===== src/rtl/blit_engine.sv =====
// blit_engine: strided rectangle blitter with hflip, colour key, screen clipping and write back-pressure.
// Define BLIT_FILL_EN to add a solid-colour fill mode (fill_mode/fill_color ports).
module blit_engine #(
  parameter int SrcAddrWidth = 16,
  parameter int DataWidth = 16,
  parameter int CoordWidth = 10,
  parameter int ScreenW = 640,
  parameter int ScreenH = 480,
  parameter logic [DataWidth-1:0] TransparentColor = 16'h07E0
) (
  input  logic                    clk,
  input  logic                    reset_n,
  input  logic [CoordWidth-1:0]   dest_x_start,
  input  logic [CoordWidth-1:0]   dest_x_end,
  input  logic [CoordWidth-1:0]   dest_y_start,
  input  logic [CoordWidth-1:0]   dest_y_end,
  input  logic [SrcAddrWidth-1:0] src_addr_start,
  input  logic [SrcAddrWidth-1:0] src_stride,
  input  logic                    hflip,
`ifdef BLIT_FILL_EN
  input  logic                    fill_mode,
  input  logic [DataWidth-1:0]    fill_color,
`endif
  input  logic                    start,
  input  logic                    abort,
  output logic                    busy,
  output logic                    done,
  output logic [SrcAddrWidth-1:0] src_addr,
  input  logic [DataWidth-1:0]    src_data,
  output logic [CoordWidth-1:0]   program_x,
  output logic [CoordWidth-1:0]   program_y,
  output logic [DataWidth-1:0]    program_data,
  output logic                    program_write,
  input  logic                    program_ready
);
  typedef enum logic [1:0] {IDLE, RUN, DRAIN, DONE} state_t;
  state_t state_q, state_d;
  logic [CoordWidth-1:0] x0_q, x0_d, x1_q, x1_d, y1_q, y1_d, cx_q, cx_d, cy_q, cy_d;
  logic [SrcAddrWidth-1:0] base_q, base_d, addr_q, addr_d, stride_q, stride_d, wm1_q, wm1_d;
  logic hflip_q, hflip_d;
  logic a_valid_q, a_valid_d, o_valid_q, o_valid_d;
  logic [CoordWidth-1:0] a_x_q, a_x_d, a_y_q, a_y_d, o_x_q, o_x_d, o_y_q, o_y_d;
  logic [SrcAddrWidth-1:0] a_addr_q, a_addr_d, start_wm1;
  logic [DataWidth-1:0] o_data_q, o_data_d, pix;
  logic adv, launch, issue, job_active, last_col, last_row, key_ok, in_screen;

  assign adv        = !o_valid_q || program_ready;
  assign launch     = state_q == IDLE && start && !abort;
  assign job_active = state_q == RUN || state_q == DRAIN;
  assign issue      = state_q == RUN && adv && !abort;
  assign last_col   = cx_q == x1_q - CoordWidth'(1);
  assign last_row   = cy_q == y1_q - CoordWidth'(1);
  assign start_wm1  = SrcAddrWidth'(dest_x_end - dest_x_start - CoordWidth'(1));
  assign in_screen  = 32'(a_x_q) < 32'(ScreenW) && 32'(a_y_q) < 32'(ScreenH);

`ifdef BLIT_FILL_EN
  logic fill_q;
  logic [DataWidth-1:0] fcol_q;
  always_ff @(posedge clk or negedge reset_n)
    if (!reset_n) begin
      fill_q <= 1'b0;
      fcol_q <= '0;
    end else if (launch) begin
      fill_q <= fill_mode;
      fcol_q <= fill_color;
    end
  assign pix    = fill_q ? fcol_q : src_data;
  assign key_ok = fill_q || src_data != TransparentColor;
`else
  assign pix    = src_data;
  assign key_ok = src_data != TransparentColor;
`endif

  always_comb begin
    state_d = state_q;
    x0_d = x0_q; x1_d = x1_q; y1_d = y1_q; cx_d = cx_q; cy_d = cy_q;
    base_d = base_q; addr_d = addr_q; stride_d = stride_q; wm1_d = wm1_q; hflip_d = hflip_q;
    a_valid_d = a_valid_q; a_x_d = a_x_q; a_y_d = a_y_q; a_addr_d = a_addr_q;
    o_valid_d = o_valid_q; o_x_d = o_x_q; o_y_d = o_y_q; o_data_d = o_data_q;
    case (state_q)
      IDLE:    if (launch) state_d = (dest_x_end <= dest_x_start || dest_y_end <= dest_y_start) ? DONE : RUN;
      RUN:     if (issue && last_col && last_row) state_d = DRAIN;
      DRAIN:   if (!a_valid_q && adv) state_d = DONE;
      default: state_d = IDLE;
    endcase
    if (launch) begin
      x0_d = dest_x_start; x1_d = dest_x_end; y1_d = dest_y_end;
      cx_d = dest_x_start; cy_d = dest_y_start;
      base_d = src_addr_start; stride_d = src_stride; hflip_d = hflip; wm1_d = start_wm1;
      addr_d = src_addr_start + (hflip ? start_wm1 : '0);
    end
    // addresses walk incrementally; a row wrap rebases on the next source row
    if (issue) begin
      cx_d = last_col ? x0_q : cx_q + CoordWidth'(1);
      cy_d = last_col ? cy_q + CoordWidth'(1) : cy_q;
      base_d = last_col ? base_q + stride_q : base_q;
      addr_d = last_col ? base_q + stride_q + (hflip_q ? wm1_q : '0)
             : hflip_q ? addr_q - SrcAddrWidth'(1) : addr_q + SrcAddrWidth'(1);
    end
    if (adv) begin
      a_valid_d = issue; a_x_d = cx_q; a_y_d = cy_q; a_addr_d = addr_q;
      o_valid_d = a_valid_q && key_ok && in_screen;
      o_x_d = a_x_q; o_y_d = a_y_q; o_data_d = pix;
    end
    if (abort && job_active) begin
      state_d = IDLE;
      a_valid_d = 1'b0;
      o_valid_d = 1'b0;
    end
  end

  always_ff @(posedge clk or negedge reset_n)
    if (!reset_n) begin
      state_q <= IDLE;
      x0_q <= '0; x1_q <= '0; y1_q <= '0; cx_q <= '0; cy_q <= '0;
      base_q <= '0; addr_q <= '0; stride_q <= '0; wm1_q <= '0; hflip_q <= 1'b0;
      a_valid_q <= 1'b0; a_x_q <= '0; a_y_q <= '0; a_addr_q <= '0;
      o_valid_q <= 1'b0; o_x_q <= '0; o_y_q <= '0; o_data_q <= '0;
    end else begin
      state_q <= state_d;
      x0_q <= x0_d; x1_q <= x1_d; y1_q <= y1_d; cx_q <= cx_d; cy_q <= cy_d;
      base_q <= base_d; addr_q <= addr_d; stride_q <= stride_d; wm1_q <= wm1_d; hflip_q <= hflip_d;
      a_valid_q <= a_valid_d; a_x_q <= a_x_d; a_y_q <= a_y_d; a_addr_q <= a_addr_d;
      o_valid_q <= o_valid_d; o_x_q <= o_x_d; o_y_q <= o_y_d; o_data_q <= o_data_d;
    end

  // during a stall the stage-A address is re-presented so its ROM data stays valid
  assign src_addr      = state_q == IDLE ? src_addr_start : adv ? addr_q : a_addr_q;
  assign busy          = job_active;
  assign done          = state_q == DONE;
  assign program_x     = o_x_q;
  assign program_y     = o_y_q;
  assign program_data  = o_data_q;
  assign program_write = o_valid_q;
endmodule


===== config.mk =====
export PLATFORM = sky130hd
export DESIGN_NAME = blit_engine
export DESIGN_NICKNAME = d
export VERILOG_FILES = /design/src/rtl/blit_engine.sv
export SDC_FILE = /design/constraint.sdc
export NUM_CORES = 1
export LEC_CHECK = 0
export ABC_AREA = 0
export BUFFER_PORTS_ARGS = -buffer_cell sky130_fd_sc_hd__buf_2
export CAP_MARGIN = 0
export CORE_MARGIN = 2
export CORE_UTILIZATION = 50
export CTS_CLUSTER_DIAMETER = 60
export DETAILED_ROUTE_END_ITERATION = 10
export PLACE_DENSITY = 0.7
export SLEW_MARGIN = 15
export SYNTH_ARGS = -nofsm -noshare
export SYNTH_HDL_FRONTEND = slang
export SYNTH_SLANG_ARGS = --single-unit

===== constraint.sdc =====
create_clock -name clk -period 11.8 [get_ports clk]
set_input_delay 2.36 -clock clk [delete_from_list [all_inputs] [get_ports clk]]
set_output_delay 2.36 -clock clk [all_outputs]
set_load 0.1 [all_outputs]

# After elaboration in Yosys (flattened, before gate mapping)

Cells that the tools add are included.

Divide/modulo/power cells: 0
$mul: 0
Reductions and logical operators: 22
Add/sub/neg operators: 11
$lt $le $gt $ge: 4
Shift-type cells: 0
Bitwise gates (word level): 0
Mux-type cells: 27
Equality and inequality tests: 10

Operators by type and width:

| kind                                                                           | count |
|---|---|
| 16-bit two-way mux                                                             | 11 |
| 10-bit two-way mux                                                             | 6 |
| 16-bit adder                                                                   | 3 |
| 10-bit by 1-bit adder with 10-bit output (second input constant)               | 2 |
| 10-bit == test                                                                 | 2 |
| 10-bit <= comparator                                                           | 2 |
| 10-bit by 1-bit subtractor with 10-bit output (second input constant)          | 2 |
| 16-bit by 1-bit adder with 16-bit output (second input constant)               | 1 |
| 16-bit by 11-bit != test with 1-bit output (second input constant)             | 1 |
| 16-bit by 1-bit subtractor with 16-bit output (second input constant)          | 1 |
| 11-bit by 2-bit subtractor with 12-bit output (second input constant)          | 1 |
| 1-bit logical AND                                                              | 11 |
| 10-bit by 10-bit subtractor with 11-bit output                                 | 1 |
| 10-bit less-than comparator (second input constant)                            | 1 |
| 10-bit by 9-bit less-than comparator with 1-bit output (second input constant) | 1 |
| 2-bit two-way mux                                                              | 5 |
| 3-bit by 1-bit != test with 1-bit output (second input constant)               | 2 |
| 2-bit one-hot mux with 3 select lines                                          | 1 |
| 2-bit == test (second input constant)                                          | 2 |
| 1-bit two-way mux                                                              | 4 |
| 2-bit nonzero test                                                             | 2 |
| 1-bit zero test                                                                | 3 |
| 1-bit logical OR                                                               | 3 |
| 3-bit by 2-bit != test with 1-bit output (second input constant)               | 1 |
| other kinds (5)                                                                | 5 |

Memories kept: 0
Output and inout port bits: 55
Register bits: 191
Word-level logic and storage cells: 93
Bits in latches: 0
RAM bits: 0
Input port bits: 94
Bits in read-only memories: 0

# Logic depth before layout (Yosys ltp)

Gate-level depths: netlist of the first run.

Word-level depth: 9
Mapped depth: 24
Depth with buffers taken out: 23

# Worst setup path after synthesis of the first run

OpenSTA, ideal clock, no wires.

Path kind: input -> output
Start: input program_ready
End: output src_addr[1]
Buffers on the path: 2
Stages on the path: 7
Arrival: 4.590 ns
Path slack: 4.850 ns
Data required time: 9.440 ns
Cell sequence: nor2b_1 clkbuf_1 clkbuf_1 nand2_1 o21ai_0 nor2_1 a21oi_1

Longest elaborated chain between the ends: 3

RTL lines:

| what               | RTL line | text |
|---|---|---|
| start, declared    | 34       | `input logic program_ready` |
| 1-bit logical OR   | 47       | `assign adv = !o_valid_q \|\| program_ready;` |
| 16-bit two-way mux | n/a      |  |
| 16-bit two-way mux | 128      | `assign src_addr = state_q == IDLE ? src_addr_start : adv ? addr_q : a_addr_q;` |
| end, declared      | 28       | `output logic [SrcAddrWidth-1:0] src_addr,` |

Every way passes these cells.

# Worst setup path after layout of the first run

Same ends and word-level chain as after synthesis.

==> reports/metrics.yaml, run 1 <==
clkLatencyLatePin_ps: 450
pwr-share-comb_pct: 63.0
grt_pass1_vias: 10495
design.core.area_mm2: 0.0245
slew_headroom_pct: 36.2
crit_buf_inv: 3
gp_congestion: 0.861
avgSynthCellArea_um2: 8.11
drv_cap: 0
initial_core_util_pct: 51.3
status: "finished, final reports clean"
cts_hold_buf: 0
vias: 11046
worstPathCellList: "buf_2 > nor2b_4 > buf_4 > nand2_1 > o21ai_0 > nor2_1 > a21oi_1 > buf_2"
numCtsBuffers: 17
grt_max_degree: 114
slowest_stage: "buf_4"
power_density_mw_per_mm2: 340
rows: 57
synth_seq_cells: 187
end_kind: "primary output"
hp-class: "reg -> reg"
tightest_slew_ps: 957
drcViolationCount: 0
period_minus_slack_ps: 6760
path_clk_slew_ps: 80
cts_tree: "yes"
final_max_slew_viol_count: 0
ant_nets: 0
skew_ps: 13.9
synth-seq-area-share_pct: 37.3
cpLargestDelayFamily: "buffers and inverters"
final_cell_mix: "nand2_1, dfrtp_1, buf_2, nor2_1, a21oi_1"
synth_edf_count: 0
overflow: 0
io_buffers: 148
avgViaCountPerCell: 5.56
grt_pass1_wl_um: 53500
fin_nets: 1836
die_y_um: 162
fin_ws_ps: 5040
area_growth_pct: 12.6
cp_data_required_time_ps: 9440
post_cts_resize_count: 0
synthArstFlopShare_pct: 100
period_share_pct: 57.3
nFillCells: 2267
finalHoldViolations: 0
synthFlopType: "dfrtp_1"
p_sw_w: 0.00251
dpl.cell_count: 1954
fp.dieW_um: 162
clockRootBuffer: "clkbuf_16"
grtUsageTotal_pct: 25.4
clock_path_buffers: 2
seq_power_share_pct: 24.6
dp_slack_ps: 4860
layout.cells.non_filler: 1986
cts_max_level: 4
crit_type: "in -> out"
clockPowerShare_pct: 12.4
fmax_mhz: 148
swShare_pct: 52.1
ir_drop_mv: 0.207
post_cts_buffers: 0
drtIter0Drc: 728
antennaDiodeCount: 0
hold-worst-slack_ps: 461
io_pins: 149
cp-start-kind: "input pin"
dieArea_mm2: 0.0264
setup_viol: 0
synth_fp_nets: 1734
register_area_mm2: 0.00468
clkSinkCount: 187
syn_area_mm2: 0.0125
leakage_nw: 6.85
wire_per_inst_um: 16.7
final_common_cell: "nand2_1"
dp_hpwl_um: 23400
synth_cell_types: 72
cp_max_fo: 57
multi_input_area_mm2: 0.00742
dr.pass1.iters: 6
setup_tns_ps: 0
p_int_w: 0.00230
syn_inst: 1547
drive_gt1_share_pct: 14.0
cp.arrival_ps: 4400
slowest_delay_ps: 650
antenna_found_initial: 0
yosysWarnings: 0
rsz0062_at_grt: "no"
cpMostUsedCell: "buf_2"
drt-total-wl_um: 33100
p_total_w: 0.00481
cell usage after synthesis (9+ instances only):
master	instances	area [um^2]
nor3_1	24	120
xor2_1	27	236
nand4_1	10	62.6
xnor2_1	76	666
a22oi_1	13	97.6
nand3_1	28	140
nor2_1	108	405
nand2b_1	12	75.1
buf_1	10	37.5
ha_1	88	1100
a31oi_1	27	169
nor2b_1	11	68.8
and3_1	13	81.3
inv_1	44	165
o21ai_0	84	420
mux2_2	17	191
clkbuf_1	52	195
a21oi_1	95	475
dfrtp_1	187	4680
a21o_1	19	143
buf_2	13	65.1
nand2_1	442	1660
a211oi_1	11	82.6
o21bai_1	9	67.6
and2_1	19	119
layout make-up:
class                   count  area share [%]
repair buffers            159            5.89
inverters                  44            1.17
clock buffers              17            3.01
clock inverters            15            1.36
multi-input cells        1240            52.6
well taps                 324            2.87
flip-flops and latches    187            33.1
power groups by stage:
stage	sequential, W	combinational, W	clock, W
floorplan	0.00139	0.00222	0
global placement	0.00119	0.00294	0
detailed placement	0.00119	0.00300	0
CTS	0.00118	0.00302	0.000608
global route	0.00122	0.00333	0.000632
finish	0.00118	0.00303	0.000598
cell families (layout without fill, tap and decap cells):
group | after synthesis | after routing | share of synthesized area, %
AND/OR/NAND/NOR | 702 | 702 | 24.1
AO/OA/AOI/OAI | 319 | 319 | 16.0
flip-flops | 187 | 187 | 37.3
buffers and inverters | 120 | 235 | 3.75
XOR/XNOR | 104 | 104 | 7.37
adder cells (fa/ha/maj) | 93 | 93 | 9.57
multiplexers | 22 | 22 | 1.92
worst register-to-register path, stage by stage (launching register included):
cell and delay [ps]:
dfrtp_1 390, ha_1 230, fa_1 420, a21o_1 180, a21oi_1 280, o21ai_0 210, a221o_1 390, a21o_1 200
a21oi_1 180, xnor2_1 110, ha_1 270, nor3_1 230, o2111ai_1 200, a31o_1 270, a21oi_1 170, xnor3_1 250
nand3_1 120, o311a_1 170
worst paths after layout:
kind | endpoint | from | depth (start not counted) | slack [ps]
setup / recovery | src_addr[1] | program_ready | 8 | 5040
hold / removal | a_addr_q[2]$_DFF_PN0_ | a_addr_q[2]$_DFF_PN0_ | 2 | 460
setup reg to reg | addr_q[15]$_DFFE_PN0P_ | base_q[0]$_DFFE_PN0P_ | 17 | 7470
hold reg to reg | a_addr_q[2]$_DFF_PN0_ | a_addr_q[2]$_DFF_PN0_ | 2 | 460
max in group asynchronous | program_x[6]$_DFFE_PN0N_ | reset_n | 2 | 8200
min in group asynchronous | stride_q[3]$_DFFE_PN0P_ | reset_n | 1 | 2050
flip-flops by register name (all words and copies together) (netlist names), 2 cells and up:
signal / flops
a_addr_q: 16
addr_q: 16
base_q: 16
program_data: 16
stride_q: 16
wm1_q: 12
a_x_q: 10
a_y_q: 10
cx_q: 10
cy_q: 10
program_x: 10
program_y: 10
x0_q: 10
x1_q: 10
y1_q: 10
state_q: 2
per-layer routing:
layer | track usage, % | up-vias | part of all wire (%)
met2 | 40.7 | 277 | 45
met5 | 0 | - | 0
li1 | - | 5478 | -
met3 | 3.44 | 55 | 4.5
met4 | 8.93 | 0 | 2.8
met1 | 35.6 | 5236 | 47
stage by stage:
step	util, %	instance area (um^2)
after global routing	57.7	14100
after floorplan	-	12500
after detailed placement	55.2	13500
after CTS	57.7	14100
final	57.7	14100
after global placement	55.2	13500
Note: power is estimated with default switching activity, not from simulation.
==> run 2, diff against run 1 <==
- PLACE_DENSITY: 0.7 -> 0.73
- clock period: 11.8 -> 5.9 ns (I/O delays scaled with it)
==> run 2 against run 1 <==
  * Worst hold slack gained 2.1 ps
  * Core utilization increased by 0.10 points
  * Sequential power is 100% higher
  * Routed wire length down 0.89%
  * Clock-buffer cell count is the same
  * Clock skew is 1.4 ps lower
  * Register-to-register slack worse by 6000 ps
  * Final cell count stayed put
  * Cell area increased by 0.18%
  * Non-clock buffer count is the same
  * Combinational power grew 99%
==> reports/metrics.yaml, run 2 (synthesis results as in run 1) <==
status: "finished, final reports clean"
place_area_mm2: 0.0135
avgViaCountPerCell: 5.64
drv_cap: 0
clkLatencyLatePin_ps: 450
rsz0062_at_grt: "no"
die_y_um: 162
period_share_pct: 87.9
grt_pass1_wl_um: 53200
period_minus_slack_ps: 5180
io_buffers: 148
cp_max_fo: 7
dr.pass1.iters: 5
area_growth_pct: 12.8
ant_nets: 0
crit_type: "in -> reg"
p_total_w: 0.00967
power_density_mw_per_mm2: 684
drcViolationCount: 0
drive_gt1_share_pct: 14.0
rows: 57
clkSinkCount: 187
cts_hold_buf: 0
setup_viol: 0
finalHoldViolations: 0
antennaDiodeCount: 0
final_max_slew_viol_count: 0
final_cell_mix: "nand2_1, dfrtp_1, buf_2, nor2_1, a21oi_1"
cp.arrival_ps: 5560
design_area_mm2: 0.0141
initial_core_util_pct: 51.3
grt_max_degree: 103
leakage_nw: 6.87
overflow: 0
fmax_mhz: 193
grt_pass1_vias: 10557
hp-class: "reg -> reg"
cp_data_required_time_ps: 6280
dp_hpwl_um: 23700
skew_ps: 12.6
hold-worst-slack_ps: 463
tightest_slew_ps: 1160
ir_drop_mv: 0.555
fin_nets: 1836
grtUsageTotal_pct: 25.1
final_common_cell: "nand2_1"
cts_max_level: 4
design.core.area_mm2: 0.0245
fp.dieW_um: 162
nFillCells: 2281
post_cts_resize_count: 0
drtIter0Drc: 823
slew_headroom_pct: 22.6
end_kind: "flip-flop"
io_pins: 149
numCtsBuffers: 17
clock_path_buffers: 2
setup_tns_ps: 0
cp-start-kind: "input pin"
gp_congestion: 0.932
utilization_pct: 57.8
clockRootBuffer: "clkbuf_16"
antenna_found_initial: 0
post_cts_buffers: 0
vias: 11197
cts_tree: "yes"
drt-total-wl_um: 32800
wire_per_inst_um: 16.5
path_clk_slew_ps: 80
dieArea_mm2: 0.0264
run 2: changes by cell type in the layout (fill, tap and decap cells not counted), sizes merged:
| cell | before | now |
|---|---|---|
| clkinv | 6 | 3 |
| inv | 52 | 55 |
| bufinv | 0 | 1 |
| clkinvlp | 1 | 0 |
run 2: critical path: stages:
cell      delay, ps
buf_2           110
inv_1            50
ha_1            170
inv_1            60
fa_1            510
xnor2_1         340
and3_1          230
o21ai_0         190
o32ai_1         280
nand2_1          80
a21oi_1         180
xnor2_1          90
and2_1          170
ha_1            310
o21ai_0          90
nand2b_1         70
o31a_1          130
a211oi_1        290
nand4b_1        160
a21boi_0        120
o41a_1          340
xnor2_1         130
o21ai_1         120
o311a_1         170
run 2: report_power, final:
part / internal, W / switching, W / leakage [nW]
Combinational: 0.00216 / 0.00388 / 4.30
Sequential: 0.00186 / 0.000523 / 2.25
Clock: 0.000633 / 0.000627 / 0.313
Total: 0.00465 / 0.00503 / 6.87
run 2: cell type report:
type                       count  area (um^2)  area share [%]
clock inverter                15          218            1.54
timing repair buffer         159          832            5.88
tap                          324          405            2.86
clock buffer                  17          425            3.01
multi-input combinational   1240         7420            52.5
sequential                   187         4680            33.1
inverter                      44          165            1.17
run 2: metrics by stage:
step,worst slack [ps],cells
3_5_place_dp,282,1954
6_report,715,1986
4_1_cts,729,1986
2_1_floorplan,754,1547
5_1_grt,310,1986
3_3_place_gp,420,1954
run 2: layer usage:
metal,vias up,global-route usage [%],routed length [um]
met5,-,0,0
met4,0,7.08,639
met3,41,3.08,1610
met2,304,40.5,15300
met1,5365,35.9,15200
li1,5487,-,-
run 2: worst paths after layout:
kind	from	slack, ps	endpoint	cells past startpoint
worst max-delay path	dest_x_end[0]	720	addr_q[15]$_DFFE_PN0P_	24
worst min-delay path	a_addr_q[6]$_DFF_PN0_	460	a_addr_q[6]$_DFF_PN0_	2
worst max register to register	base_q[0]$_DFFE_PN0P_	1480	addr_q[15]$_DFFE_PN0P_	17
min in group asynchronous	reset_n	790	base_q[3]$_DFFE_PN0P_	1
max in group asynchronous	reset_n	3850	a_valid_q$_DFFE_PN0P_	2
worst min register to register	a_addr_q[6]$_DFF_PN0_	460	a_addr_q[6]$_DFF_PN0_	2
==> run 3, diff against run 2 <==
- CORE_UTILIZATION: 50 -> 54
- PLACE_DENSITY: 0.73 -> 0.78
==> run 3 against run 2 <==
  * Non-clock buffer count did not move
  * Via count barely moved
  * Flip-flop and latch count did not move
  * Combinational power rose by 0.8%
  * Die area fell by 7.2%
  * Sequential power barely moved
  * Critical endpoint unchanged
  * Highest routed layer unchanged
==> reports/metrics.yaml, run 3 (synthesis results as in run 1) <==
setup_viol: 0
leakage_nw: 6.85
drtIter0Drc: 838
dieArea_mm2: 0.0245
clkSinkCount: 187
swShare_pct: 52.3
worstHoldEndpoint: "a_addr_q[4]$_DFF_PN0_"
grt_pass1_wl_um: 53200
drcViolationCount: 0
clockPowerShare_pct: 12.3
avgViaCountPerCell: 5.75
p_int_w: 0.00460
tightest_slew_ps: 1190
cp_data_required_time_ps: 6220
r2r-end: "addr_q[15]$_DFFE_PN0P_"
pwr-share-comb_pct: 63.0
clkLatencyLatePin_ps: 440
rsz0062_at_grt: "no"
grt_pass1_vias: 10957
area_growth_pct: 12.2
hold_path.startpoint: "a_addr_q[4]$_DFF_PN0_"
ant_nets: 0
period_minus_slack_ps: 5280
cp.arrival_ps: 5610
vias: 11202
numCtsBuffers: 17
die_y_um: 156
path_clk_slew_ps: 80
slew_headroom_pct: 20.9
drive_gt1_share_pct: 14.0
setup_tns_ps: 0
post_cts_buffers: 0
ir_drop_mv: 0.562
overflow: 0
cts_tree: "yes"
utilization_pct: 62.0
dp_hpwl_um: 23200
cpMostUsedCell: "xnor2_1"
p_sw_w: 0.00504
power_density_mw_per_mm2: 685
startpoint: "dest_x_end[0]"
period_share_pct: 89.5
crit_type: "in -> reg"
fin_nets: 1836
slowest_stage: "fa_1"
finalHoldViolations: 0
grtUsageTotal_pct: 27.2
cpLargestDelayFamily: "compound AO/OA/AOI/OAI gates"
fp.dieW_um: 156
fmax_mhz: 189
dr.pass1.iters: 7
design.core.area_mm2: 0.0227
final_cell_mix: "nand2_1, dfrtp_1, buf_2, nor2_1, a21oi_1"
cts_hold_buf: 0
clockRootBuffer: "clkbuf_16"
end_kind: "flip-flop"
r2r-start: "base_q[0]$_DFFE_PN0P_"
grt_max_degree: 98
wire_per_inst_um: 16.6
skew_ps: 13.1
reg2reg_depth: 17
cp_max_fo: 7
clock_path_buffers: 2
rows: 55
drt-total-wl_um: 32400
cp-start-kind: "input pin"
crit_buf_inv: 3
worstPathCellList: "buf_2 > inv_1 > ha_1 > inv_1 > fa_1 > xnor2_1 > and3_1 > o21ai_0 > o32ai_1 > nand2_1 > a21oi_1 > xnor2_1 > and2_1 > ha_1 > o21ai_0 > nand2b_1 > o31a_1 > a211oi_1 > nand4b_1 > a21boi_0 > o41a_1 > xnor2_1 > o21ai_1 > o311a_1"
cts_max_level: 4
seq_power_share_pct: 24.7
status: "finished, final reports clean"
antenna_found_initial: 1
hp-class: "reg -> reg"
slowest_delay_ps: 520
final_max_slew_viol_count: 0
initial_core_util_pct: 55.3
io_buffers: 148
io_pins: 149
post_cts_resize_count: 0
final_common_cell: "nand2_1"
drv_cap: 0
hold_depth: 2
r2r_slack_ps: 1480
gp_congestion: 0.936
==> run 3: cell types whose count changed in the layout (fill, tap and decap cells not counted), moves of 2 or more <==
cell,before,now
inv_12,4,1
inv_8,5,3
clkinv_8,3,7
clkinv_4,0,2
==> run 3: final cells by class <==
| cell class | count | area, um^2 |
|---|---|---|
| fill | 1981 | 8630 |
| multi-input combinational | 1240 | 7420 |
| sequential | 187 | 4680 |
| timing repair buffer | 159 | 832 |
| clock buffer | 17 | 425 |
| tap | 285 | 357 |
| clock inverter | 15 | 198 |
| inverter | 44 | 165 |
| antenna | 1 | 2.50 |
==> run 3: per-layer routing <==
layer	part of all wire [%]	vias up	GRT usage, %
li1	-	5484	-
met1	45	5304	36.1
met3	5.6	55	4.04
met5	0	-	0
met4	2.5	0	9.17
met2	47	359	45.6
==> run 3: worst reg2reg max path, stage by stage, from the launching register on <==
cell       delay, ps
dfrtp_1          400
ha_1             240
fa_1             420
a21o_1           180
a21oi_1          290
o21ai_0          210
a221o_1          400
a21o_1           210
a21oi_1          180
xnor2_1          110
ha_1             270
nor3_1           220
o2111ai_1        230
a31o_1           280
a21oi_1          170
xnor3_1          270
nand3_1          100
o311a_1          170
==> run 3: power by group through the flow <==
stage | Sequential, W | Combinational, W | Clock, W
after floorplan | 0.00279 | 0.00444 | 0
after global placement | 0.00237 | 0.00583 | 0
after detailed placement | 0.00239 | 0.00599 | 0
after CTS | 0.00237 | 0.00604 | 0.00120
after global routing | 0.00246 | 0.00665 | 0.00125
final | 0.00238 | 0.00608 | 0.00119
==> run 3: per-stage QoR <==
step                      power, W  instances  hold slack (ps)  instance area, um^2  setup slack [ps]
after floorplan            0.00723       1547              431                12500               754
after global placement     0.00820       1915              442                13500               426
after detailed placement   0.00838       1915              449                13500               259
after CTS                  0.00962       1947              467                14100               694
after global routing        0.0104       1947              475                14100               274
final                      0.00964       1948              464                14100               618
==> run 3: how the worst max path moves through the flow <==
| stage | end | cells past startpoint | slack, ps |
|---|---|---|---|
| floorplan | addr_q[15]$_DFFE_PN0P_ | 22 | 750 |
| global placement | addr_q[15]$_DFFE_PN0P_ | 22 | 430 |
| detailed placement | addr_q[15]$_DFFE_PN0P_ | 24 | 260 |
| CTS | addr_q[15]$_DFFE_PN0P_ | 24 | 690 |
| global route | addr_q[15]$_DFFE_PN0P_ | 24 | 270 |
| finish | addr_q[15]$_DFFE_PN0P_ | 24 | 620 |
